==> config.mk <==
export PLATFORM = sky130hd
export DESIGN_NAME = nibble_serial_adder_flat
export DESIGN_NICKNAME = d
export VERILOG_FILES = /design/src/rtl/nibble_serial_adder_if.sv /design/src/rtl/nibble_serial_adder.sv /design/src/flat_wrapper.sv
export SDC_FILE = /design/constraint.sdc
export NUM_CORES = 1
export LEC_CHECK = 0
export ABC_AREA = 1
export ABC_CLOCK_PERIOD_IN_PS = 1820
export BUFFER_PORTS_ARGS = -buffer_cell sky130_fd_sc_hd__buf_4
export CAP_MARGIN = 20
export CORE_ASPECT_RATIO = 0.5
export CORE_MARGIN = 8
export CORE_UTILIZATION = 30
export DETAILED_ROUTE_END_ITERATION = 8
export PLACE_DENSITY = 0.48
export SLEW_MARGIN = 20
export SYNTH_ARGS = -nofsm -noshare
export SYNTH_HDL_FRONTEND = slang
export SYNTH_SLANG_ARGS = --single-unit
==> constraint.sdc <==
create_clock -name clk -period 1.82 [get_ports clk]
set_input_delay 0.091 -clock clk [delete_from_list [all_inputs] [get_ports clk]]
set_output_delay 0.091 -clock clk [all_outputs]
set_load 0.01 [all_outputs]
==> src/rtl/nibble_serial_adder_if.sv <==
// Operand and result handshake bundle for nibble_serial_adder.
// The master drives operands and result acceptance; the slave is the adder.
interface nibble_serial_adder_if #(
  parameter int WIDTH = 16
);
  logic             in_valid;
  logic             in_ready;
  logic [WIDTH-1:0] a;
  logic [WIDTH-1:0] b;
  logic             cin;
  logic             out_valid;
  logic             out_ready;
  logic [WIDTH-1:0] sum;
  logic             cout;
  logic             ovf;

  modport master (
    output in_valid, a, b, cin, out_ready,
    input  in_ready, out_valid, sum, cout, ovf
  );

  modport slave (
    input  in_valid, a, b, cin, out_ready,
    output in_ready, out_valid, sum, cout, ovf
  );
endinterface

==> src/rtl/nibble_serial_adder.sv <==
// Multi-cycle WIDTH-bit adder that reuses one 4-bit slice, LS nibble first.
// Result (sum, carry-out, signed overflow) is held until the consumer accepts it.
module nibble_serial_adder #(
  parameter int WIDTH = 16
) (
  input  logic                 clk,
  input  logic                 rst,
  nibble_serial_adder_if.slave bus
);

  localparam int N  = WIDTH / 4;
  localparam int CW = (N > 1) ? $clog2(N) : 1;

  generate
    if (WIDTH < 4 || (WIDTH % 4) != 0) begin : g_bad_width
      $error("nibble_serial_adder: WIDTH must be a multiple of 4 and at least 4");
    end
  endgenerate

  typedef enum logic [1:0] {
    IDLE = 2'd0,
    RUN  = 2'd1,
    DONE = 2'd2
  } state_t;

  state_t           state_q,     state_d;
  logic [WIDTH-1:0] a_sh_q,      a_sh_d;
  logic [WIDTH-1:0] b_sh_q,      b_sh_d;
  logic [WIDTH-1:0] sum_sh_q,    sum_sh_d;
  logic             carry_q,     carry_d;
  logic [CW-1:0]    cnt_q,       cnt_d;
  logic             a_msb_q,     a_msb_d;
  logic             b_msb_q,     b_msb_d;
  logic [WIDTH-1:0] sum_q,       sum_d;
  logic             cout_q,      cout_d;
  logic             ovf_q,       ovf_d;
  logic             out_valid_q, out_valid_d;

  logic [4:0]       nib_sum;
  logic [WIDTH-1:0] sum_shift_next;
  logic             last_nibble;

  // The single shared 4-bit slice; each new nibble enters the sum register from the top
  // so after N shifts the least-significant nibble has reached bit 0.
  always_comb begin
    nib_sum        = {1'b0, a_sh_q[3:0]} + {1'b0, b_sh_q[3:0]} + {4'b0000, carry_q};
    sum_shift_next = (sum_sh_q >> 4) | (WIDTH'(nib_sum[3:0]) << (WIDTH - 4));
    last_nibble    = (cnt_q == CW'(N - 1));
  end

  always_comb begin
    state_d     = state_q;
    a_sh_d      = a_sh_q;
    b_sh_d      = b_sh_q;
    sum_sh_d    = sum_sh_q;
    carry_d     = carry_q;
    cnt_d       = cnt_q;
    a_msb_d     = a_msb_q;
    b_msb_d     = b_msb_q;
    sum_d       = sum_q;
    cout_d      = cout_q;
    ovf_d       = ovf_q;
    out_valid_d = out_valid_q;

    unique case (state_q)
      IDLE: begin
        if (bus.in_valid) begin
          a_sh_d   = bus.a;
          b_sh_d   = bus.b;
          sum_sh_d = '0;
          carry_d  = bus.cin;
          cnt_d    = '0;
          a_msb_d  = bus.a[WIDTH-1];
          b_msb_d  = bus.b[WIDTH-1];
          state_d  = RUN;
        end
      end

      RUN: begin
        a_sh_d   = a_sh_q >> 4;
        b_sh_d   = b_sh_q >> 4;
        sum_sh_d = sum_shift_next;
        carry_d  = nib_sum[4];
        cnt_d    = cnt_q + CW'(1);
        if (last_nibble) begin
          // Overflow uses the sign bits captured at acceptance, not the shifted operands.
          sum_d       = sum_shift_next;
          cout_d      = nib_sum[4];
          ovf_d       = (a_msb_q == b_msb_q) && (sum_shift_next[WIDTH-1] != a_msb_q);
          out_valid_d = 1'b1;
          state_d     = DONE;
        end
      end

      DONE: begin
        if (bus.out_ready) begin
          out_valid_d = 1'b0;
          state_d     = IDLE;
        end
      end

      default: begin
        out_valid_d = 1'b0;
        state_d     = IDLE;
      end
    endcase
  end

  always_ff @(posedge clk) begin
    if (rst) begin
      state_q     <= IDLE;
      a_sh_q      <= '0;
      b_sh_q      <= '0;
      sum_sh_q    <= '0;
      carry_q     <= 1'b0;
      cnt_q       <= '0;
      a_msb_q     <= 1'b0;
      b_msb_q     <= 1'b0;
      sum_q       <= '0;
      cout_q      <= 1'b0;
      ovf_q       <= 1'b0;
      out_valid_q <= 1'b0;
    end else begin
      state_q     <= state_d;
      a_sh_q      <= a_sh_d;
      b_sh_q      <= b_sh_d;
      sum_sh_q    <= sum_sh_d;
      carry_q     <= carry_d;
      cnt_q       <= cnt_d;
      a_msb_q     <= a_msb_d;
      b_msb_q     <= b_msb_d;
      sum_q       <= sum_d;
      cout_q      <= cout_d;
      ovf_q       <= ovf_d;
      out_valid_q <= out_valid_d;
    end
  end

  assign bus.in_ready  = (state_q == IDLE);
  assign bus.out_valid = out_valid_q;
  assign bus.sum       = sum_q;
  assign bus.cout      = cout_q;
  assign bus.ovf       = ovf_q;

  // Accepting and presenting are mutually exclusive phases of one operation.
  a_no_overlap: assert property (@(posedge clk) disable iff (rst)
    !(bus.in_ready && bus.out_valid));

endmodule

==> src/flat_wrapper.sv <==
// flat-port wrapper written by rule: the top's interface ports become plain ports
module nibble_serial_adder_flat 
#(
  parameter int WIDTH = 16
)
  (clk, rst, bus_in_valid, bus_a, bus_b, bus_cin, bus_out_ready, bus_in_ready, bus_out_valid, bus_sum, bus_cout, bus_ovf);
  nibble_serial_adder_if #(.WIDTH(WIDTH)) bus_i ();
  input  logic clk;
  input  logic rst;
  input wire logic [$bits(bus_i.in_valid)-1:0] bus_in_valid;
  input wire logic [$bits(bus_i.a)-1:0] bus_a;
  input wire logic [$bits(bus_i.b)-1:0] bus_b;
  input wire logic [$bits(bus_i.cin)-1:0] bus_cin;
  input wire logic [$bits(bus_i.out_ready)-1:0] bus_out_ready;
  output wire logic [$bits(bus_i.in_ready)-1:0] bus_in_ready;
  output wire logic [$bits(bus_i.out_valid)-1:0] bus_out_valid;
  output wire logic [$bits(bus_i.sum)-1:0] bus_sum;
  output wire logic [$bits(bus_i.cout)-1:0] bus_cout;
  output wire logic [$bits(bus_i.ovf)-1:0] bus_ovf;
  assign bus_i.in_valid = bus_in_valid;
  assign bus_i.a = bus_a;
  assign bus_i.b = bus_b;
  assign bus_i.cin = bus_cin;
  assign bus_i.out_ready = bus_out_ready;
  assign bus_in_ready = bus_i.in_ready;
  assign bus_out_valid = bus_i.out_valid;
  assign bus_sum = bus_i.sum;
  assign bus_cout = bus_i.cout;
  assign bus_ovf = bus_i.ovf;
  nibble_serial_adder #(.WIDTH(WIDTH)) u_core (.clk(clk), .rst(rst), .bus(bus_i));
endmodule
After elaboration in Yosys (flattened, before gate mapping)
Index checks and enable logic that the tools add are counted.
- register bits after elaboration: 74
- output and inout bits: 20
- add/sub/neg operators: 3
- equality and inequality tests: 8
- multiplexer cells: 17
- bitwise logic cells: 2
- reduce and logical (&&, ||, !) cells: 8
- operators by type and width (kind ; count):
    16-bit one-hot mux with 2 select lines ; 3
    16-bit 2-to-1 mux ; 3
    12-bit by 16-bit OR with 16-bit output ; 1
    2-bit 2-to-1 mux ; 4
    2-bit one-hot mux with 3 select lines ; 1
    2-bit AND reduction ; 3
    3-bit AND reduction ; 2
    4-bit by 4-bit adder with 5-bit output ; 1
    5-bit by 1-bit adder with 5-bit output ; 1
    2-bit == test, second input constant ; 2
    2-bit inequality test, second input constant ; 2
    2-bit one-hot mux with 2 select lines ; 1
    1-bit 2-to-1 mux ; 3
    1-bit one-hot mux with 3 select lines ; 1
    2-bit by 1-bit adder with 2-bit output, second input constant ; 1
    2-bit by 1-bit == test with 1-bit output, second input constant ; 1
    2-bit zero test ; 1
    2-bit by 1-bit inequality test with 1-bit output, second input constant ; 1
    1-bit one-hot mux with 2 select lines ; 1
    2-bit nonzero test ; 1
    1-bit == test ; 1
    1-bit logical AND ; 1
    1-bit inequality test ; 1
    1-bit inverter ; 1

Depth between registers and ports, before layout
Gate-level depths: netlist of the first run.
- depth after elaboration: 5
- mapped depth: 8

Least setup slack after synthesis of the first run
OpenSTA, ideal clock, no wires.
- path kind: reg-to-reg
- start point: register u_core.carry_q
- end point: register u_core.carry_q
- setup time: 0.132 ns
- arrival time: 1.514 ns
- data required time: 1.688 ns
- path slack: 0.174 ns
- cell stages (with the launch flop): 7
- buffers on the path: 0
- clock period less this slack: 1.646 ns
- cell sequence: dfxtp_1 fa_1 fa_1 nand2_1 a21oi_1 o21ai_0 a31oi_1
- word-level cells in the longest chain between the ends: 2
- ends and longest elaborated chain (element ; RTL line ; source):
    start: declaration ; nibble_serial_adder.sv:30 ; logic carry_q, carry_d;
    start signal: assignment ; nibble_serial_adder.sv:128 ; carry_q <= carry_d;
    5-bit by 1-bit adder with 5-bit output ; nibble_serial_adder.sv:46 ; nib_sum = {1'b0, a_sh_q[3:0]} + {1'b0, b_sh_q[3:0]} + {4'b0000, carry_q};
    1-bit one-hot mux with 2 select lines ; nibble_serial_adder.sv:65 ; unique case (state_q)
Every way passes these cells.
A chain may end at the register's enable or synchronous reset.

Worst setup path in the final report of the first run
Same ends and word-level chain as after synthesis.

==> results_dict.tcl, run 1 <==
set metrics [dict create \
    grt_overflow_total 0 \
    maxClockFrequency_ghz 0.596 \
    holdCritPathClass "in2reg" \
    period_minus_slack_ns 1.68 \
    area_growth_pct 28.0 \
    initial_utilization_pct 30.8 \
    worstSetupEndpointType "flip-flop" \
    avgSynthCellArea_sq_um 7.31 \
    grt_pass1_wl_um 12200 \
    cts_buffers 9 \
    detail-route-antenna-nets 0 \
    wire_per_inst_um 13.3 \
    die_area_sq_mm 0.0132 \
    final.setup.tns_ns 0 \
    critPathMaxFanout 3 \
    status "finished, final reports clean" \
    grtUsageTotal_pct 11.5 \
    synth_warnings 0 \
    synth-main-ff-cell "dfxtp_1" \
    vias_per_cell 4.53 \
    final.setup_skew_ns 0.00279 \
    power_frac_comb_pct 12.0 \
    placementRows 25 \
    critPathKind "reg2reg" \
    final_max_slew_viol_count 0 \
    drive_above_1_share_pct 18.8 \
    syn-cell-area_sq_mm 0.00289 \
    clock_power_share_pct 43.2 \
    worstSetupStartpointType "flip-flop" \
    dp.cells 557 \
    vias 2593 \
    synth_edf_count 0 \
    place_congestion 0.785 \
    place.port_buffers 56 \
    clk_pin_slew_ns 0.05 \
    cts_tree "built" \
    clock_latency_ns 0.32 \
    multi_input_comb_area_sq_mm 0.00130 \
    n_antenna_cell 0 \
    ctsHtreeMaxLevel 3 \
    swShare_pct 24.9 \
    synth.ff_latch_count 70 \
    die_h_um 85.4 \
    p_sw_mw 0.918 \
    wl_um 7620 \
    clock_path_buffers 2 \
    stdcell_count 573 \
    root_buffer "clkbuf_16" \
    rsz0062_at_grt "no" \
    dr.pass1.iters 4 \
    finalHoldViolations 0 \
    cap_violations 0 \
    worst_pin_slew_ns 0.732 \
    grt_pass1_vias 2488 \
    cts.sinks 70 \
    arrival_ns 1.87 \
    crit_required_ns 2.01 \
    ios 57 \
    synthDominantCellAreaShare_pct 48.5 \
    netlist_instances 395 \
    period_share_pct 92.3 \
    dpl.hpwl_um 5010 \
    cellLeakagePower_nw 1.58 \
    peakVddDrop_mv 0.479 \
    drc 0 \
    antenna_found_initial 0 \
    nNetsFinal 491 \
    die_w_um 155 \
    power.internal_mw 2.77 \
    netlist_top_cells_area "dfxtp_1, nand2_1, a21oi_1, o21ai_0, inv_1" \
    synth_commonest_cells "nand2_1, dfxtp_1, a21oi_1" \
    ys_seq_area_share_pct 48.5 \
    regArea_sq_mm 0.00140 \
    power_density_mw_per_mm2 998 \
    synth.distinct_cells 22 \
    yosysTopAreaCell "dfxtp_1" \
    synth_fp_nets 438 \
    grt_max_degree 64 \
    core_area_sq_mm 0.00938 \
    async_flop_share_pct 0 \
    drt_iter0_drc 104 \
    nFillCells 1024 \
    p_seq_share_pct 44.8 \
    slew_headroom_pct 51.1 \
    yosysMostFrequentCell "nand2_1" \
    setup_viol 0 \
]
state kept, by name (all words and copies together), names as in the netlist:
signal	cells
u_core.bus.ovf	1
u_core.bus.cout	1
u_core.b_sh_q	16
u_core.a_sh_q	16
u_core.a_msb_q	1
u_core.bus.sum	16
u_core.sum_sh_q	12
u_core.b_msb_q	1
u_core.carry_q	1
u_core.cnt_q	2
u_core.state_q	2
u_core.bus.out_valid	1
worst paths after layout:
check / startpoint / to / slack, ns / depth (start not counted)
hold / removal: bus_a[14] / u_core.a_sh_q[14]$_SDFFE_PP0P_ / 0.02 / 3
setup reg to reg: u_core.carry_q$_SDFFE_PP0P_ / u_core.carry_q$_SDFFE_PP0P_ / 0.14 / 6
hold reg to reg: u_core.a_sh_q[10]$_SDFFE_PP0P_ / u_core.a_sh_q[10]$_SDFFE_PP0P_ / 0.44 / 2
setup / recovery: u_core.carry_q$_SDFFE_PP0P_ / u_core.carry_q$_SDFFE_PP0P_ / 0.14 / 6
cells by family after synthesis:
group | count (synthesis) | share of synthesized area, %
buffers and inverters | 50 | 7.02
adders and majority gates | 6 | 3.12
and+or+nand+nor | 160 | 22.2
xor gates and xnor gates | 1 | 0.303
AOI/OAI and AO/OA | 108 | 18.9
DFF | 70 | 48.5
metal layers:
layer  global-route usage, %  wire [um]  vias up
li1                        -          -     1386
met5                       0          0        -
met4                    3.97        100        0
met2                    17.4       3280       47
met1                    14.9       3960     1152
met3                    4.11        276        8
layout by cell type (no fill, tap or decap), types with 9 or more instances in the layout:
| cell type | instances |
|---|---|
| nand2_1 | 133 |
| buf_4 | 63 |
| nand3_1 | 9 |
| inv_1 | 24 |
| o21ai_0 | 26 |
| o21ai_1 | 14 |
| clkbuf_16 | 9 |
| a21oi_1 | 66 |
| dfxtp_1 | 70 |
| nor2_1 | 13 |
final cells by class:
class                      instances  share of cell area [%]
clock buffer                      14                    7.14
clock inverter                     1                   0.135
inverter                          28                    2.84
multi-input combinational        276                    35.1
sequential                        70                    37.9
tap                              121                    4.10
timing repair buffer              63                    12.8
stage by stage:
stage          area, sq um  utilization, %  setup WS (ns)  power (mW)  hold WS (ns)
2_1_floorplan         2890               -          0.174        1.97         0.240
3_3_place_gp          3410            36.4         0.0885        2.12         0.360
3_5_place_dp          3410            36.4         0.0434        2.13         0.363
4_1_cts               3680            39.2         0.0441        3.73        0.0124
5_1_grt               3700            39.4         0.0244        3.88        0.0219
6_report              3700            39.4          0.141        3.69        0.0238
timing repair:
item                                   CTS  global route
hold buffers                             0             0
resized for setup                        0             1
endpoints found under the hold margin    0             0
setup endpoints to repair                0            11
setup buffers                            0             0
power by group through the flow:
stage          combinational (mW)  clock [mW]  sequential [mW]
2_1_floorplan               0.295           0             1.68
3_3_place_gp                0.437           0             1.68
3_5_place_dp                0.439           0             1.69
4_1_cts                     0.440        1.64             1.65
5_1_grt                     0.509        1.71             1.66
6_report                    0.442        1.59             1.65
critical path, cell delays in order (launching register included):
cell and delay, ns:
dfxtp_1 0.32, fa_2 0.42, fa_1 0.41, nand2_1 0.09, a21oi_1 0.07, o21ai_0 0.15, a31oi_1 0.09
Note: power is estimated with default switching activity, not from simulation.
==> inputs of run 2 (changes only) <==
--- a/config.mk
+++ b/config.mk
@@ -14,6 +14,7 @@
 export CORE_UTILIZATION = 30
 export DETAILED_ROUTE_END_ITERATION = 8
 export PLACE_DENSITY = 0.48
+export REMOVE_ABC_BUFFERS = 1
 export SLEW_MARGIN = 20
 export SYNTH_ARGS = -nofsm -noshare
 export SYNTH_HDL_FRONTEND = slang
==> results_dict.tcl, run 2 (synthesis gave the netlist of run 1 again) <==
set metrics [dict create \
    status "finished, final reports clean" \
    critPathMaxFanout 3 \
    hold_depth 3 \
    r2r_start "u_core.carry_q$_SDFFE_PP0P_" \
    r2r_end "u_core.carry_q$_SDFFE_PP0P_" \
    die_w_um 155 \
    vias 2518 \
    max_stage_delay_ns 0.42 \
    cap_violations 0 \
    worstSetupStartpointType "flip-flop" \
    grtUsageTotal_pct 11.2 \
    period_share_pct 92.7 \
    wire_per_inst_um 12.4 \
    final.setup_skew_ns 0.00702 \
    maxClockFrequency_ghz 0.593 \
    root_buffer "clkbuf_16" \
    final_max_slew_viol_count 0 \
    period_minus_slack_ns 1.69 \
    cts.sinks 70 \
    clk_pin_slew_ns 0.05 \
    whs_ns 0.0188 \
    cellLeakagePower_nw 1.62 \
    ios 57 \
    crit_slowest_cell "fa_2" \
    nNetsFinal 493 \
    layout_common_cells "nand2_1, dfxtp_1, a21oi_1" \
    setup_viol 0 \
    ctsHtreeMaxLevel 3 \
    rsz0062_at_grt "no" \
    final.setup.tns_ns 0 \
    nFillCells 1028 \
    place_congestion 0.739 \
    final_area_sq_mm 0.00379 \
    drt_iter0_drc 124 \
    grt_max_degree 48 \
    holdCritPathClass "in2reg" \
    grt_pass1_wl_um 11800 \
    worst-r2r-cell-count 6 \
    r2r_slack_ns 0.13 \
    initial_utilization_pct 30.8 \
    place.port_buffers 56 \
    grt_overflow_total 0 \
    clock_latency_ns 0.33 \
    peakVddDrop_mv 0.464 \
    worst_pin_slew_ns 0.535 \
    detail-route-antenna-nets 0 \
    min_from "bus_a[13]" \
    clock_path_buffers 2 \
    post_cts_resized 0 \
    dpl.hpwl_um 4690 \
    final_common_cell "nand2_1" \
    utilization_pct 40.3 \
    worstSetupEndpointType "flip-flop" \
    hold-path-endpoint "u_core.a_sh_q[13]$_SDFFE_PP0P_" \
    path_cells "fa_2 > fa_1 > nand2_1 > a21oi_1 > o21ai_0 > a31oi_1" \
    core_area_sq_mm 0.00938 \
    area_growth_pct 31.2 \
    power_density_mw_per_mm2 1070 \
    post_dp_cell_area_sq_mm 0.00345 \
    cts_tree "built" \
    dr.pass1.iters 4 \
    die_h_um 85.4 \
    placementRows 25 \
    critPathKind "reg2reg" \
    stdcell_count 576 \
    postCtsSetupBuffers 0 \
    postCtsHoldBufs 0 \
    grt_pass1_vias 2386 \
    finalHoldViolations 0 \
    drive_above_1_share_pct 19.8 \
    crit_required_ns 2.01 \
    wl_um 7120 \
    die_area_sq_mm 0.0132 \
    drc 0 \
    dp.cells 560 \
    n_antenna_cell 0 \
    vias_per_cell 4.37 \
    antenna_found_initial 0 \
    cts_buffers 9 \
    arrival_ns 1.88 \
    slew_headroom_pct 64.3 \
]
run 2: cell count changes in the layout (fill, tap and decap cells not counted):
cell / change
buf_12: +1
bufinv_16: +2
buf_4: +2
clkbuf_8: +1
nor2_4: -1
clkbuf_1: -2
run 2: how the worst max path moves through the flow:
stage / to / from / cells after the start / slack (ns)
floorplan: u_core.bus.sum[0]$_SDFFE_PP0P_ / u_core.state_q[0]$_SDFFE_PP0P_ / 5 / -0.17
global placement: u_core.carry_q$_SDFFE_PP0P_ / u_core.carry_q$_SDFFE_PP0P_ / 6 / 0.08
detailed placement: u_core.carry_q$_SDFFE_PP0P_ / u_core.carry_q$_SDFFE_PP0P_ / 6 / 0.05
CTS: u_core.carry_q$_SDFFE_PP0P_ / u_core.carry_q$_SDFFE_PP0P_ / 6 / 0.04
global route: u_core.carry_q$_SDFFE_PP0P_ / u_core.carry_q$_SDFFE_PP0P_ / 6 / 0.04
finish: u_core.carry_q$_SDFFE_PP0P_ / u_core.carry_q$_SDFFE_PP0P_ / 6 / 0.13
run 2: layer usage:
| layer | track usage [%] | wire (um) |
|---|---|---|
| met1 | 14.0 | 3580 |
| met4 | 4.24 | 71 |
| met5 | 0 | 0 |
| met3 | 4.76 | 352 |
| met2 | 17.0 | 3120 |
run 2: metrics by stage:
stage | power [mW] | setup WS (ns)
after global placement | 2.13 | 0.0845
after CTS | 4.10 | 0.0435
final | 4.04 | 0.132
after floorplan | 1.94 | -0.167
after detailed placement | 2.14 | 0.0512
after global routing | 4.23 | 0.0418
run 2: layout make-up:
cell class                 instances  area (sq um)  area share, %
sequential                        70          1400           37.0
multi-input combinational        275          1280           33.9
timing repair buffer              66           508           13.4
clock buffer                      13           270           7.14
tap                              121           151           4.00
inverter                          28           105           2.78
clock inverter                     3          65.1           1.72
run 2: critical path: cells and delay by family, from the launching register on:
family | cells | cell delay, ns
fa+ha+maj | 2 | 0.83
flops | 1 | 0.33
compound gates | 3 | 0.31
simple gates | 1 | 0.08
run 2: where the power goes:
group | internal (mW) | leakage (nW) | switching (mW)
Combinational | 0.181 | 0.887 | 0.263
Clock | 1.31 | 0.166 | 0.637
Sequential | 1.61 | 0.572 | 0.0377
==> inputs of run 3 (changes only) <==
--- a/config.mk
+++ b/config.mk
@@ -13,6 +13,8 @@
 export CORE_MARGIN = 8
 export CORE_UTILIZATION = 30
 export DETAILED_ROUTE_END_ITERATION = 8
+export HOLD_SLACK_MARGIN = 0.03
+export MAX_ROUTING_LAYER = met4
 export PLACE_DENSITY = 0.48
 export REMOVE_ABC_BUFFERS = 1
 export SLEW_MARGIN = 20
==> results_dict.tcl, run 3 (synthesis gave the netlist of run 1 again) <==
set metrics [dict create \
    critPathKind "reg2reg" \
    crit_start "u_core.carry_q$_SDFFE_PP0P_" \
    min_from "bus_out_ready" \
    dp_slack_ns 0.0512 \
    routed.top_layer "met4" \
    status "finished, final reports clean" \
    utilization_pct 41.1 \
    placementRows 25 \
    arrival_ns 1.88 \
    cts_tree "built" \
    grt_overflow_total 0 \
    drt_iter0_drc 139 \
    place.port_buffers 56 \
    worstSetupStartpointType "flip-flop" \
    die_w_um 155 \
    final.setup_skew_ns 0.00618 \
    final.setup.tns_ns 0 \
    initial_utilization_pct 30.8 \
    crit_buf_inv 0 \
    ios 57 \
    core_area_sq_mm 0.00938 \
    wire_per_inst_um 12.3 \
    layout_common_cells "nand2_1, dfxtp_1, a21oi_1" \
    n_antenna_cell 0 \
    r2r_start "u_core.carry_q$_SDFFE_PP0P_" \
    dpl.hpwl_um 4690 \
    holdCritPathClass "in2reg" \
    clk_pin_slew_ns 0.05 \
    crit_slowest_cell "fa_2" \
    slew_headroom_pct 64.0 \
    crit_required_ns 2.01 \
    worst-r2r-cell-count 6 \
    rsz0062_at_grt "no" \
    grtUsageTotal_pct 11.6 \
    antenna_found_initial 0 \
    postCtsSetupBuffers 0 \
    crit_cells 6 \
    worstSetupEndpointType "flip-flop" \
    period_minus_slack_ns 1.69 \
    path_cells "fa_2 > fa_1 > nand2_1 > a21oi_1 > o21ai_0 > a31oi_1" \
    clock_path_buffers 2 \
    cts_buffers 9 \
    grt_max_degree 48 \
    vias 2548 \
    final_common_cell "nand2_1" \
    period_share_pct 92.7 \
    wl_um 7150 \
    power_density_mw_per_mm2 1050 \
    total_power_mw 4.05 \
    drc 0 \
    grt_pass1_vias 2407 \
    ctsHtreeMaxLevel 3 \
    setup_viol 0 \
    cts.sinks 70 \
    wl_met3_um 284 \
    critPathMaxFanout 3 \
    hold_depth 4 \
    worst_pin_slew_ns 0.539 \
    nNetsFinal 500 \
    peakVddDrop_mv 0.464 \
    vias_per_cell 4.37 \
    crit_family "adder cells" \
    max_stage_delay_ns 0.42 \
    final_max_slew_viol_count 0 \
    area_growth_pct 33.6 \
    die_h_um 85.4 \
    finalHoldViolations 0 \
    route.met2.wl_um 3110 \
    worst_slack_ns 0.132 \
    drive_above_1_share_pct 19.5 \
    cap_violations 0 \
    clock_latency_ns 0.33 \
    die_area_sq_mm 0.0132 \
    drt-met1-wl_um 3690 \
    detail-route-antenna-nets 0 \
    cellLeakagePower_nw 1.65 \
    grt_pass1_wl_um 11900 \
    place_congestion 0.748 \
    maxClockFrequency_ghz 0.592 \
    root_buffer "clkbuf_16" \
    dr.pass1.iters 4 \
]
## run 3: changes by cell type in the layout (fill, tap and decap cells not counted), sizes merged
| cell | change |
|---|---|
| dlygate4sd3 | +7 |
## run 3: worst paths after layout
check | to | slack, ns
worst min register to register | u_core.b_sh_q[11]$_SDFFE_PP0P_ | 0.45
worst max register to register | u_core.carry_q$_SDFFE_PP0P_ | 0.13
worst min-delay path | u_core.state_q[1]$_SDFFE_PP0P_ | 0.05
worst max-delay path | u_core.carry_q$_SDFFE_PP0P_ | 0.13
## run 3: what timing repair did
action / CTS / global route
resized for setup: 0 / 1
hold buffers: 7 / 0
setup endpoints to repair: 0 / 1
endpoints found under the hold margin: 7 / 0
## run 3: through the flow
step / std cells / area [sq um] / hold WS (ns)
after floorplan: 373 / 2790 / 0.160
after global placement: 560 / 3450 / 0.360
after detailed placement: 560 / 3450 / 0.361
after CTS: 583 / 3850 / 0.0305
after global routing: 583 / 3860 / 0.0694
final: 583 / 3860 / 0.0486
## run 3: worst min-delay path, delay by kind of cell
kind                   cells  cell delay (ns)
and+or+nand+nor            2             0.09
AOI/OAI and AO/OA          1             0.06
buffers and inverters      1             0.08
## run 3: cell type report
type,instances,area (sq um)
Fill cell,1022,5530
Inverter,28,105
Sequential cell,70,1400
Tap cell,121,151
Clock inverter,3,65.1
Clock buffer,13,270
Multi-Input combinational cell,275,1280
Timing Repair Buffer,73,578
## run 3: power breakdown
group | leakage [nW] | internal, mW | switching, mW | total (mW)
Sequential | 0.572 | 1.61 | 0.0377 | 1.65
Combinational | 0.916 | 0.191 | 0.266 | 0.457
Clock | 0.166 | 1.31 | 0.635 | 1.94
## run 3: metal layers
layer | vias up | track usage (%)
li1 | 1399 | -
met2 | 41 | 17.2
met1 | 1103 | 14.1
met3 | 5 | 4.51
met4 | 0 | 4.24
met5 | - | -
